$ cat src/rtl/imuldiv_div_initiator_pkg.sv
// rtl/imuldiv_div_initiator_pkg.sv - shared encodings and tag layout for the divide initiator
//
// Holds the divider fn encodings, the quotient/remainder select encodings,
// the divide-by-zero quotient value and the tag FIFO entry layout.
package imuldiv_div_initiator_pkg;

    localparam int DATA_W = 32;
    localparam int RESP_W = 2 * DATA_W;

    // Divider request fn field
    localparam logic DIVREQ_FN_SIGNED   = 1'b0;
    localparam logic DIVREQ_FN_UNSIGNED = 1'b1;

    // Which half of the divider response is returned to the core
    localparam logic SEL_QUOT = 1'b0;
    localparam logic SEL_REM  = 1'b1;

    // Quotient returned for any divide by zero, signed or unsigned
    localparam logic [DATA_W-1:0] DZ_QUOTIENT = 32'hFFFF_FFFF;

    // One tag per accepted command. The dividend is kept so a divide by
    // zero can return it as the remainder without asking the divider.
    typedef struct packed {
        logic              sel;
        logic              dz;
        logic [DATA_W-1:0] a;
    } tag_t;

    localparam int TAG_W = $bits(tag_t);

    // Result for a command that went through the divider
    function automatic logic [DATA_W-1:0] select_result(
        input logic              sel,
        input logic [RESP_W-1:0] result
    );
        return (sel == SEL_REM) ? result[RESP_W-1:DATA_W] : result[DATA_W-1:0];
    endfunction

    // Result for a command whose divisor was zero
    function automatic logic [DATA_W-1:0] dz_result(
        input logic              sel,
        input logic [DATA_W-1:0] a
    );
        return (sel == SEL_QUOT) ? DZ_QUOTIENT : a;
    endfunction

endpackage

$ cat src/rtl/imuldiv_tag_fifo.sv
// rtl/imuldiv_tag_fifo.sv - small in-order tag FIFO for outstanding divide commands
//
// Ports:
//   clk, reset        clock, asynchronous active-low reset
//   push, push_data   write one entry (ignored when full)
//   pop               drop the head entry (ignored when empty)
//   head              current head entry (meaningless when empty)
//   empty             no entries held
//   count             number of entries held, 0..DEPTH
module imuldiv_tag_fifo #(
    parameter int DEPTH = 2,
    parameter int WIDTH = 34
) (
    input  logic                   clk,
    input  logic                   reset,
    input  logic                   push,
    input  logic [WIDTH-1:0]       push_data,
    input  logic                   pop,
    output logic [WIDTH-1:0]       head,
    output logic                   empty,
    output logic [$clog2(DEPTH):0] count
);

    localparam int PTR_W = $clog2(DEPTH);
    localparam int CNT_W = PTR_W + 1;

    logic [WIDTH-1:0] mem [DEPTH];
    logic [PTR_W-1:0] wr_ptr;
    logic [PTR_W-1:0] rd_ptr;
    logic             full;
    logic             do_push;
    logic             do_pop;

    assign full    = (count == CNT_W'(DEPTH));
    assign empty   = (count == '0);
    assign do_push = push && !full;
    assign do_pop  = pop && !empty;
    assign head    = mem[rd_ptr];

    // DEPTH is a power of two, so the pointers wrap on their own
    always_ff @(posedge clk or negedge reset) begin
        if (!reset) begin
            wr_ptr <= '0;
            rd_ptr <= '0;
            count  <= '0;
        end else begin
            if (do_push) begin
                wr_ptr <= wr_ptr + PTR_W'(1);
            end
            if (do_pop) begin
                rd_ptr <= rd_ptr + PTR_W'(1);
            end
            case ({do_push, do_pop})
                2'b10:   count <= count + CNT_W'(1);
                2'b01:   count <= count - CNT_W'(1);
                default: count <= count;
            endcase
        end
    end

    // Storage needs no reset: entries are only read while count says valid
    always_ff @(posedge clk) begin
        if (do_push) begin
            mem[wr_ptr] <= push_data;
        end
    end

endmodule

$ cat src/rtl/imuldiv_div_initiator.sv
// rtl/imuldiv_div_initiator.sv - requester front end for the integer divide unit
//
// Ports:
//   clk, reset                   clock, asynchronous active-low reset
//   cmd_val/cmd_rdy              command handshake
//   cmd_fn, cmd_sel              0/1 = signed/unsigned, 0/1 = quotient/remainder
//   cmd_a, cmd_b                 dividend, divisor
//   divreq_val/divreq_rdy        request handshake to the divider
//   divreq_msg_fn/_a/_b          registered divider request
//   divresp_val/divresp_rdy      response handshake from the divider
//   divresp_msg_result           {remainder, quotient}
//   res_val/res_rdy, res_data    one 32-bit result per command, in order
module imuldiv_div_initiator
    import imuldiv_div_initiator_pkg::*;
#(
    parameter int DEPTH = 2
) (
    input  logic              clk,
    input  logic              reset,
    input  logic              cmd_val,
    output logic              cmd_rdy,
    input  logic              cmd_fn,
    input  logic              cmd_sel,
    input  logic [DATA_W-1:0] cmd_a,
    input  logic [DATA_W-1:0] cmd_b,
    output logic              divreq_msg_fn,
    output logic [DATA_W-1:0] divreq_msg_a,
    output logic [DATA_W-1:0] divreq_msg_b,
    output logic              divreq_val,
    input  logic              divreq_rdy,
    input  logic [RESP_W-1:0] divresp_msg_result,
    input  logic              divresp_val,
    output logic              divresp_rdy,
    output logic              res_val,
    input  logic              res_rdy,
    output logic [DATA_W-1:0] res_data
);

    localparam int CNT_W = $clog2(DEPTH) + 1;

    logic             req_full;
    logic             res_full;
    logic             cmd_fire;
    logic             cmd_dz;
    tag_t             push_tag;
    tag_t             head_tag;
    logic             tag_empty;
    logic [CNT_W-1:0] tag_count;
    logic             head_valid;
    logic             can_load;
    logic             resp_fire;
    logic             dz_retire;
    logic             res_load;
    logic [DATA_W-1:0] load_data;

    // Command side. Built from registered state only, so a pop while the
    // FIFO is full frees a slot one cycle later. Held low during reset.
    assign cmd_rdy  = reset && !req_full && (tag_count < CNT_W'(DEPTH));
    assign cmd_fire = cmd_val && cmd_rdy;
    assign cmd_dz   = (cmd_b == '0);

    assign push_tag.sel = cmd_sel;
    assign push_tag.dz  = cmd_dz;
    assign push_tag.a   = cmd_a;

    imuldiv_tag_fifo #(
        .DEPTH (DEPTH),
        .WIDTH (TAG_W)
    ) u_tag_fifo (
        .clk       (clk),
        .reset     (reset),
        .push      (cmd_fire),
        .push_data (push_tag),
        .pop       (res_load),
        .head      (head_tag),
        .empty     (tag_empty),
        .count     (tag_count)
    );

    // Request register: divide-by-zero commands never load it
    assign divreq_val = req_full;

    always_ff @(posedge clk or negedge reset) begin
        if (!reset) begin
            req_full      <= 1'b0;
            divreq_msg_fn <= 1'b0;
            divreq_msg_a  <= '0;
            divreq_msg_b  <= '0;
        end else begin
            if (divreq_val && divreq_rdy) begin
                req_full <= 1'b0;
            end
            // cmd_rdy requires an empty request register, so this never
            // collides with the clear above
            if (cmd_fire && !cmd_dz) begin
                req_full      <= 1'b1;
                divreq_msg_fn <= cmd_fn;
                divreq_msg_a  <= cmd_a;
                divreq_msg_b  <= cmd_b;
            end
        end
    end

    // Result side. A dz head retires on its own; otherwise the head waits
    // for the next divider response, which is always its own because the
    // divider answers in order and only non-dz tags send requests.
    assign head_valid  = !tag_empty;
    assign can_load    = !res_full || res_rdy;
    assign divresp_rdy = can_load && head_valid && !head_tag.dz;
    assign resp_fire   = divresp_val && divresp_rdy;
    assign dz_retire   = can_load && head_valid && head_tag.dz;
    assign res_load    = resp_fire || dz_retire;

    assign load_data = head_tag.dz ? dz_result(head_tag.sel, head_tag.a)
                                   : select_result(head_tag.sel, divresp_msg_result);

    assign res_val = res_full;

    always_ff @(posedge clk or negedge reset) begin
        if (!reset) begin
            res_full <= 1'b0;
            res_data <= '0;
        end else if (res_load) begin
            res_full <= 1'b1;
            res_data <= load_data;
        end else if (res_val && res_rdy) begin
            res_full <= 1'b0;
        end
    end

endmodule
$ cat config.mk
export PLATFORM = sky130hd
export DESIGN_NAME = imuldiv_div_initiator
export DESIGN_NICKNAME = d
export VERILOG_FILES = /design/src/rtl/imuldiv_div_initiator_pkg.sv /design/src/rtl/imuldiv_tag_fifo.sv /design/src/rtl/imuldiv_div_initiator.sv
export SDC_FILE = /design/constraint.sdc
export NUM_CORES = 1
export LEC_CHECK = 0
export ABC_AREA = 1
export BUFFER_PORTS_ARGS = -buffer_cell sky130_fd_sc_hd__buf_4
export CORE_MARGIN = 5
export CORE_UTILIZATION = 30
export CTS_BUF_LIST = sky130_fd_sc_hd__clkbuf_8
export DETAILED_ROUTE_END_ITERATION = 7
export GPL_TIMING_DRIVEN = 0
export SLEW_MARGIN = 5
export SYNTH_ARGS = -nofsm -noshare
export SYNTH_HDL_FRONTEND = slang
export SYNTH_SLANG_ARGS = --single-unit
$ cat constraint.sdc
create_clock -name clk -period 2.9 [get_ports clk]
set_clock_uncertainty 0.2 [all_clocks]
set_input_delay 0.145 -clock clk [delete_from_list [all_inputs] [get_ports clk]]
set_output_delay 0.145 -clock clk [all_outputs]
set_load 0.05 [all_outputs]
==> results of run 1 <==
worst max-delay path, cell delays in order, from the launching register on:
cell	delay (ps)
dfrtp_1	330
buf_4	160
inv_4	70
nand2_1	60
nand2_1	170
inv_1	220
clkbuf_1	390
o21ai_0	160
nand2_1	100
dlygate4sd3_1	560
nor2_1	50
nor2_1	80
where the power goes:
part	switching, W	total [W]	internal, W
clock network	0.000902	0.00163	0.000730
logic	0.00463	0.00693	0.00230
registers	0.000445	0.00374	0.00330
routing by layer:
layer | vias to the layer above | track usage | wire (microns)
li1 | 3551 | - | -
met1 | 3179 | 0.214 | 10700
met2 | 216 | 0.293 | 12000
met3 | 41 | 0.0458 | 1510
met4 | 0 | 0.0635 | 552
met5 | - | 0 | 0
layout make-up:
cell class	count	area share
clock buffers	19	0.0222
multi-input cells	610	0.223
clock inverters	13	0.00977
flip-flops and latches	171	0.392
plain buffers	54	0.0234
inverters	14	0.00489
well taps	330	0.0351
repair buffers	382	0.290
registers in the layout, indices dropped and copies added, names as in the netlist:
name               flops
u_tag_fifo.rd_ptr      1
u_tag_fifo.mem        68
u_tag_fifo.wr_ptr      1
divreq_msg_fn          1
divreq_msg_b          32
divreq_msg_a          32
divreq_val             1
u_tag_fifo.count       2
res_data              32
res_val                1
how the worst max path moves through the flow:
stage                                       to  cells past startpoint
after CTS                          res_data[3]                     11
final                              res_data[4]                     11
after detailed placement  u_tag_fifo.mem[0][6]                      8
after global placement    u_tag_fifo.mem[1][6]                      6
after global routing               res_data[4]                     11
after floorplan           u_tag_fifo.mem[1][0]                      6
repair_timing:
action	CTS	global route
endpoints found under the setup margin	0	0
buffers inserted	0	0
endpoints found under the hold margin	269	0
hold buffers	143	0
synthesized netlist by cell type, types with 3 or more instances:
cell type | count | area share
buf_2 | 25 | 0.017
buf_4 | 3 | 0.0030
buf_6 | 4 | 0.0060
clkbuf_1 | 21 | 0.010
dfrtp_1 | 103 | 0.34
edfxtp_1 | 68 | 0.27
inv_1 | 12 | 0.0060
nand2_1 | 307 | 0.15
nand3_1 | 129 | 0.085
nor2_1 | 105 | 0.052
nor2_2 | 19 | 0.016
o21ai_0 | 35 | 0.023
xor2_1 | 3 | 0.0035
cell families (layout without fill, tap and decap cells):
kind of cell               after synthesis  in the layout  share of synthesized area
and+or+nand+nor                        567            567                      0.313
DFF                                    171            171                      0.611
buffers and inverters                   68            482                     0.0440
AOI/OAI and AO/OA                       38             38                     0.0257
xor gates and xnor gates                 4              4                    0.00464
adders and majority gates                1              1                    0.00165
placed cells by master (no fill, tap or decap), types with 2 or more instances in the layout:
master         instances
inv_1                 13
edfxtp_1              68
nand2_1              307
clkbuf_1              21
nor2_4                 2
nand3_1              129
nor2_2                19
clkinvlp_4             2
nand2_2                2
inv_6                  3
nor2_1               103
dlygate4sd3_1        136
dfrtp_1              103
inv_4                  4
buf_4                238
xor2_1                 3
clkinv_4               2
clkbuf_8              19
clkinv_2               2
o21ai_0               35
buf_16                10
buf_6                  5
buf_2                 25
per-stage QoR:
step / TNS, ps / setup slack (ps) / utilization / cells
after floorplan: -30760 / -452 / - / 849
after global placement: -163030 / -2360 / 0.390 / 1415
after detailed placement: -15150 / -287 / 0.394 / 1418
after CTS: 0 / 246 / 0.472 / 1593
after global routing: 0 / 55.9 / 0.472 / 1593
final: 0 / 289 / 0.472 / 1593
==> summary.txt, run 1 <==
Run status
  – Status: finished clean

Min path
  – Hold worst-path end: divreq_msg_b[3]
  – Hold path start: cmd_val
  – Min-delay worst type: input pin to flop
  – Hold Path Stages: 5

Route
  – Wire length per cell: 15.5 microns
  – Final ANT Viol Nets: 0
  – Vias: 6987
  – WL final: 24700 microns
  – DRC violations left: 0
  – DR iter-0 viols: 305
  – DR vias/cell: 4.39
  – Drt first pass iters: 6

Job
  – MaxCap Viol Count: 0

GRT
  – Global-route usage over all layers: 0.173
  – Vias in the first global route: 7269
  – Total grt overflow: 0
  – Initial antenna violation count: 0
  – First-pass GRT wire length: 39100 microns
  – Largest net degree at the start of global routing: 55

Clock tree
  – Clk_lat worst skew: 460 ps
  – CTS resizes: 0
  – Total clock sinks: 171
  – CTS Buf Count: 17
  – CTS max path bufs: 2
  – TritonCTS clock tree: done
  – H-tree Lvls: 4
  – Root buf cell: clkbuf_8
  – Worst-path clk slew: 100 ps

Layout
  – FF/Latch Area: 0.00462 sq mm
  – Number of diodes: 0
  – Post-route design area: 0.0118 sq mm
  – Fin nets: 1387
  – Area of the multi-input gates: 0.00262 sq mm
  – Area Overhead vs Synth: 55.8%
  – Fill cells: 2425
  – Layout cells sized above 1: 0.267

Die
  – Initial Util: 0.303
  – Core ar.: 0.0250 sq mm
  – Die Ht: 169 microns
  – I/O pins: 237
  – Rows: 58
  – Die ar.: 0.0285 sq mm
  – Die X-Extent: 169 microns

STA
  – Setup-failing EPs final: 0
  – RSZ-0062 raised after global routing: false
  – Slew Limit Fails: 0
  – Fin crit period: 2610 ps
  – Hold WS: 156 ps
  – Fmax achieved: 383 MHz
  – Final period util: 0.900
  – Slew HR: 0.655
  – Final count of hold timing violations: 0
  – Actual slew at the worst max-slew pin: 518 ps

Yosys
  – Sequential cell area fraction in the yosys report: 0.611
  – Async SR Flop Fraction: 0.602
  – Synthesis-stage register bit count: 171
  – Post-synth cell types: 26
  – Mapped Nets: 986
  – Post-synth EDFFs: 68
  – Yosys warns: 0
  – Syn Area/Cell: 8.90 sq um
  – Syn Inst Count: 849
  – Synth Cell Area: 0.00756 sq mm
  – Most used DFF post-synth: dfrtp_1

Worst setup path
  – Arrival time worst endpoint: 2800 ps
  – Setup crit end kind: flop
  – Crit. Startpoint: u_tag_fifo.rd_ptr
  – Crit Path Max Fanout: 10
  – Depth of the worst register-to-register path: 11
  – Flop-to-flop setup slack: 290 ps
  – R2r startpoint: u_tag_fifo.rd_ptr
  – Kind of critical path: flop to flop
  – Crit path launch type: flop
  – Worst reg2reg path endpoint: res_data[4]
  – Critical Path RT: 3090 ps

Pwr
  – Power Density: 1040 mW/mm^2
  – Total Power: 0.0123 W
  – Leak pwr: 5.56 nW
  – IR drop worst, VDD: 0.000571 V

Place
  – Dpl cell area: 0.00985 sq mm
  – Detailed Place HPWL: 17500 microns
  – IO Port Bufs: 236
  – GP Congestion: 0.817
Power figures use the tool's default switching activity.
==> run 2: changes to the inputs <==
--- a/config.mk
+++ b/config.mk
@@ -5,13 +5,14 @@
 export SDC_FILE = /design/constraint.sdc
 export NUM_CORES = 1
 export LEC_CHECK = 0
-export ABC_AREA = 1
 export BUFFER_PORTS_ARGS = -buffer_cell sky130_fd_sc_hd__buf_4
+export CAP_MARGIN = 20
 export CORE_MARGIN = 5
 export CORE_UTILIZATION = 30
 export CTS_BUF_LIST = sky130_fd_sc_hd__clkbuf_8
 export DETAILED_ROUTE_END_ITERATION = 7
 export GPL_TIMING_DRIVEN = 0
+export SKIP_CTS_REPAIR_TIMING = 1
 export SLEW_MARGIN = 5
 export SYNTH_ARGS = -nofsm -noshare
 export SYNTH_HDL_FRONTEND = slang
==> run 2 against run 1 <==
The run now ends with hold timing left; critical path type unchanged; hold slack lost 170 ps; fmax decreased by 1.6%; non-clock buffer count down 98; die area fell by 5.7%; synthesized cell count is 50% lower; critical path depth shrank 2; worst setup slack got worse by 42 ps; largest power group unchanged.
==> summary.txt, run 2 <==
Yosys
  – Mapped Nets: 563
  – Post-synth cell types: 27
  – Synthesis-stage register bit count: 171
  – Post-Synth XOR/XNOR Area: 0.00617
  – Sequential cell area fraction in the yosys report: 0.650
  – Syn Inst Count: 426
  – Most used DFF post-synth: dfrtp_1
  – Mux share of post-synthesis cell area: 0.220
  – Top-count cell post-synth: dfrtp_1
  – Largest family of logic cells by synthesized area: multiplexers
  – Syn Area/Cell: 16.7 sq um
  – Synth Cell Area: 0.00710 sq mm
  – Post-synth EDFFs: 68
  – Async SR Flop Fraction: 0.602
  – Synth Area in Compound Gates: 0.0795
  – Post-synth top area share: 0.363
  – Yosys warns: 0
  – Synth cell count leaders: dfrtp_1, edfxtp_1, mux2i_1
  – Post-synthesis adder-cell area fraction: 0.00176
  – Largest cells by area after synthesis: dfrtp_1, edfxtp_1, mux2i_1
  – Post-synth top area cell: dfrtp_1
  – Synth Area in Simple Gates: 0.0164

STA
  – Fmax achieved: 377 MHz
  – Final count of hold timing violations: 3
  – Slew HR: 0.416
  – Final period util: 0.915
  – Fin crit period: 2650 ps
  – Setup-failing EPs final: 0
  – Slew Limit Fails: 0
  – RSZ-0062 raised after global routing: false
  – Hold WS: -11.0 ps
  – Actual slew at the worst max-slew pin: 876 ps

Run status
  – Violated checks: hold timing
  – Status: finished, violations left

Clock tree
  – TritonCTS clock tree: done
  – Root buf cell: clkbuf_8
  – Worst-path clk slew: 100 ps
  – Total clock sinks: 171
  – H-tree Lvls: 4
  – CTS max path bufs: 2
  – CTS Buf Count: 17
  – Clk_lat worst skew: 450 ps

Place
  – GP Congestion: 0.790
  – IO Port Bufs: 236
  – Detailed Place HPWL: 14600 microns

Worst setup path
  – Worst path cell trace: buf_4, mux2_2, o221ai_2, buf_4, buf_4, inv_1, ha_1, nor2_1, xor2_1
  – CP Buf/Inv Count: 4
  – Depth of the worst register-to-register path: 9
  – Crit path launch type: flop
  – Worst reg2reg path endpoint: u_tag_fifo.count[1]
  – Kind of critical path: flop to flop
  – CP Depth: 9
  – Crit path max-delay family: buffers and inverters
  – Crit Path Max Fanout: 10
  – R2r startpoint: u_tag_fifo.rd_ptr
  – Critical Path RT: 3070 ps
  – Most common cell on crit path: buf_4
  – Arrival time worst endpoint: 2820 ps
  – Flop-to-flop setup slack: 250 ps
  – Setup crit end kind: flop
  – Max stage delay on crit path: 380 ps
  – Worst path slowest cell: mux2_2

GRT
  – Busiest layer in global routing: met2
  – Met3 usage: 0.0537
  – Vias in the first global route: 5172
  – Initial antenna violation count: 0
  – Total grt overflow: 0
  – GR Util met1: 0.180
  – First-pass GRT wire length: 30000 microns
  – Global-route usage over all layers: 0.147
  – Largest net degree at the start of global routing: 105
  – Met2 usage: 0.250

Route
  – Vias: 5022
  – Drt first pass iters: 4
  – DR iter-0 viols: 206
  – DR vias/cell: 4.62
  – DRC violations left: 0
  – Final ANT Viol Nets: 0
  – WL final: 20800 microns
  – Wire length per cell: 19.1 microns

Die
  – Die Ht: 164 microns
  – Initial Util: 0.303
  – Die ar.: 0.0269 sq mm
  – Core ar.: 0.0234 sq mm
  – Die X-Extent: 164 microns
  – I/O pins: 237
  – Rows: 56

Layout
  – Final core occ: 0.449
  – Largest Register: u_tag_fifo.mem
  – Most common cell after layout, fill and taps aside: buf_4
  – Layout cells sized above 1: 0.479
  – Fill cells: 2135
  – Area Overhead vs Synth: 47.9%
  – Number of diodes: 0
  – Most frequent cells in the layout: buf_4, dfrtp_1, dlygate4sd3_1, edfxtp_1, mux2i_1
  – Max FFs per register: 68
  – FF/Latch Area: 0.00462 sq mm
  – Fin nets: 893
  – Area of the multi-input gates: 0.00231 sq mm

Job
  – MaxCap Viol Count: 0

Min path
  – Min-delay worst type: input pin to async pin

Pwr
  – IR drop worst, VDD: 0.000657 V
  – Total Power: 0.0121 W
  – Power Density: 1150 mW/mm^2
  – Leak pwr: 4.88 nW
## run 2: cell count changes after synthesis, moves of 27 or more
cell / previous run / this run
mux2_4: 0 / 39
a21o_1: 0 / 32
o21ai_0: 35 / 2
mux2i_1: 0 / 65
nor2_1: 105 / 5
a221oi_1: 0 / 32
nand3_1: 129 / 0
nand2_1: 307 / 1
mux2_2: 0 / 27
## run 2: layout make-up
class,instances,share of cell area
Sequential cell,171,0.440
Timing Repair Buffer,311,0.246
Multi-Input combinational cell,226,0.220
Tap cell,319,0.0380
Clock buffer,19,0.0249
Buffer,27,0.0169
Clock inverter,13,0.0141
Inverter,2,0.000715
## run 2: metal layers
metal / up-vias / wire [microns]
li1: 2294 / -
met2: 182 / 10700
met4: 0 / 186
met3: 16 / 1590
met1: 2530 / 8360
met5: - / 0
## run 2: through the flow
stage	setup slack, ps	area [sq um]	instances	hold WS, ps	TNS (ps)
after floorplan	163	7110	426	-351	0
after global placement	-379	9280	981	131	-23250
after detailed placement	-129	9290	981	136	-4250
after CTS	89.6	9690	1013	-379	0
after global routing	33.9	10500	1088	0.420	0
final	247	10500	1088	-11.0	0
## run 2: worst max path at each step
stage | startpoint | to | slack [ps]
global placement | reset | u_tag_fifo.mem[0][12] | -380
detailed placement | reset | u_tag_fifo.mem[0][10] | -130
floorplan | divreq_val | u_tag_fifo.mem[0][0] | 160
finish | u_tag_fifo.rd_ptr | u_tag_fifo.count[1] | 250
CTS | u_tag_fifo.rd_ptr | u_tag_fifo.count[1] | 90
global route | u_tag_fifo.rd_ptr | u_tag_fifo.count[1] | 30
## run 2: cells by family (layout without fill, tap and decap cells)
group                    count (synthesis)  after routing
buffers and inverters                   29            372
adder cells (fa/ha/maj)                  1              1
XOR/XNOR                                 5              5
AO/OA/AOI/OAI                           68             68
flip-flops                             171            171
multiplexers                           132            132
AND/OR/NAND/NOR                         20             20
## run 2: worst min-delay path, stage by stage
cell and delay [ps]:
dlygate4sd3_1 540, buf_6 110, buf_16 240
## run 2: power breakdown
| part | internal [W] | leakage, nW | switching (W) |
|---|---|---|---|
| Sequential | 0.00336 | 1.84 | 0.000474 |
| Combinational | 0.00238 | 2.82 | 0.00415 |
| Clock | 0.000768 | 0.211 | 0.000975 |
| Total | 0.00651 | 4.88 | 0.00560 |
==> run 3: changes to the inputs <==
==> constraint.sdc (replaced) <==
create_clock -name clk -period 2.9 [get_ports clk]
set_clock_uncertainty 0.2 [all_clocks]
set_input_delay 0.145 -clock clk [delete_from_list [all_inputs] [get_ports clk]]
set_output_delay 0.145 -clock clk [all_outputs]
set_load 0.005 [all_outputs]
==> run 3 against run 2 <==
Worst setup slack lost 29 ps; largest power group unchanged; final cell count hardly changed; critical path depth unchanged; the flow still finishes with violations (hold timing); sequential power is essentially flat; critical path type unchanged; first-iteration DRC count shrank 42%; hold slack improved by 2.2 ps; die area unchanged; clock-buffer cell count fell by 2; utilization decreased by 0.19 points; combinational power fell by 40%; design area fell by 0.43%; non-clock buffer count is 1 higher.
==> summary.txt, run 3 (same netlist as run 2, synthesis figures left out) <==
Die
  – Initial Util: 0.303
  – Die ar.: 0.0269 sq mm
  – Die Ht: 164 microns
  – Die X-Extent: 164 microns
  – Core ar.: 0.0234 sq mm
  – Rows: 56
  – I/O pins: 237

Worst setup path
  – CP Buf/Inv Count: 4
  – Setup crit end kind: flop
  – Critical Path RT: 3070 ps
  – Kind of critical path: flop to flop
  – Worst path cell trace: buf_4, mux2_2, o221ai_2, buf_2, buf_4, inv_1, ha_1, nor2_1, xor2_1
  – Crit Path Max Fanout: 10
  – Crit path launch type: flop
  – Worst path slowest cell: mux2_2
  – Max stage delay on crit path: 380 ps
  – Arrival time worst endpoint: 2860 ps
  – Crit path max-delay family: buffers and inverters
  – Most common cell on crit path: buf_4

GRT
  – Largest net degree at the start of global routing: 62
  – Vias in the first global route: 5242
  – Global-route usage over all layers: 0.144
  – First-pass GRT wire length: 29500 microns
  – Total grt overflow: 0
  – Initial antenna violation count: 0

Route
  – Vias: 4978
  – DR vias/cell: 4.57
  – DRC violations left: 0
  – Drt first pass iters: 5
  – Wire length per cell: 18.5 microns
  – WL final: 20100 microns
  – Final ANT Viol Nets: 0
  – DR iter-0 viols: 119

Place
  – GP Congestion: 0.771
  – Detailed Place HPWL: 14600 microns
  – Dpl cell area: 0.00936 sq mm
  – IO Port Bufs: 236
  – Placed Cells: 984

STA
  – Final count of hold timing violations: 2
  – Fmax achieved: 373 MHz
  – Slew Limit Fails: 0
  – Slew HR: 0.514
  – RSZ-0062 raised after global routing: false
  – Setup TNS: 0 ps
  – Actual slew at the worst max-slew pin: 709 ps
  – Setup-failing EPs final: 0
  – Fin crit period: 2680 ps
  – Final period util: 0.925
  – Hold WS: -8.73 ps

Job
  – MaxCap Viol Count: 0

Layout
  – Layout Cells excl Fill: 1089
  – Layout cells sized above 1: 0.477
  – Most frequent cells in the layout: buf_4, dfrtp_1, dlygate4sd3_1, edfxtp_1, mux2i_1
  – Max FFs per register: 68
  – Post-route design area: 0.0105 sq mm
  – Largest Register: u_tag_fifo.mem
  – Final core occ: 0.447
  – Fin nets: 894
  – Area Overhead vs Synth: 47.2%
  – Most common cell after layout, fill and taps aside: buf_4
  – Number of diodes: 0
  – Fill cells: 2122

Run status
  – Violated checks: hold timing
  – Status: finished, violations left

Clock tree
  – Root buf cell: clkbuf_8
  – TritonCTS clock tree: done
  – CTS Buf Count: 17
  – CTS max path bufs: 2
  – H-tree Lvls: 4
  – Worst-path clk slew: 110 ps
  – Total clock sinks: 171
  – Clk_lat worst skew: 450 ps

Pwr
  – Power Density: 897 mW/mm^2
  – IR drop worst, VDD: 0.000374 V
  – Leak pwr: 4.85 nW
  – Total Power: 0.00938 W

Min path
  – Min-delay worst type: input pin to flop
[run 3: worst paths after layout]
check / cells past startpoint / slack (ps) / start / to
setup / recovery: 9 / 220 / u_tag_fifo.rd_ptr / u_tag_fifo.count[1]
hold / removal: 4 / -9 / divresp_msg_result[50] / res_data[18]
setup reg to reg: 9 / 220 / u_tag_fifo.rd_ptr / u_tag_fifo.count[1]
hold reg to reg: 1 / 290 / res_data[26] / res_data[26]
max in group asynchronous: 3 / 1700 / reset / res_data[7]
min in group asynchronous: 2 / 50 / reset / divreq_val
[run 3: per-stage QoR]
step | setup WS [ps] | hold slack, ps
finish | 218 | -8.73
global route | 15.5 | 1.55
CTS | 156 | -516
detailed placement | 193 | -2.35
global placement | -1920 | 132
floorplan | 23.6 | -351
[run 3: final cells by class]
cell class	instances	area, sq um	area share
clock buffers	17	234	0.0224
plain buffers	27	175	0.0168
multi-input cells	226	2310	0.221
repair buffers	312	2580	0.247
flip-flops and latches	171	4620	0.442
well taps	319	399	0.0382
inverters	2	7.51	0.000718
clock inverters	15	134	0.0128
[run 3: worst min-delay path, cell delays in order]
cell and delay, ps:
buf_4 110, mux2i_1 110, a221oi_1 90, a21o_1 160
[run 3: power by group]
part / internal [W] / switching, W / total (W)
Combinational: 0.00231 / 0.00163 / 0.00394
Clock: 0.000629 / 0.000976 / 0.00161
Sequential: 0.00336 / 0.000477 / 0.00383
[run 3: routing by layer]
layer / wire length [microns] / GRT usage
met4: 218 / 0.0355
met1: 8020 / 0.171
met5: 0 / 0
met2: 10500 / 0.248
met3: 1390 / 0.0527
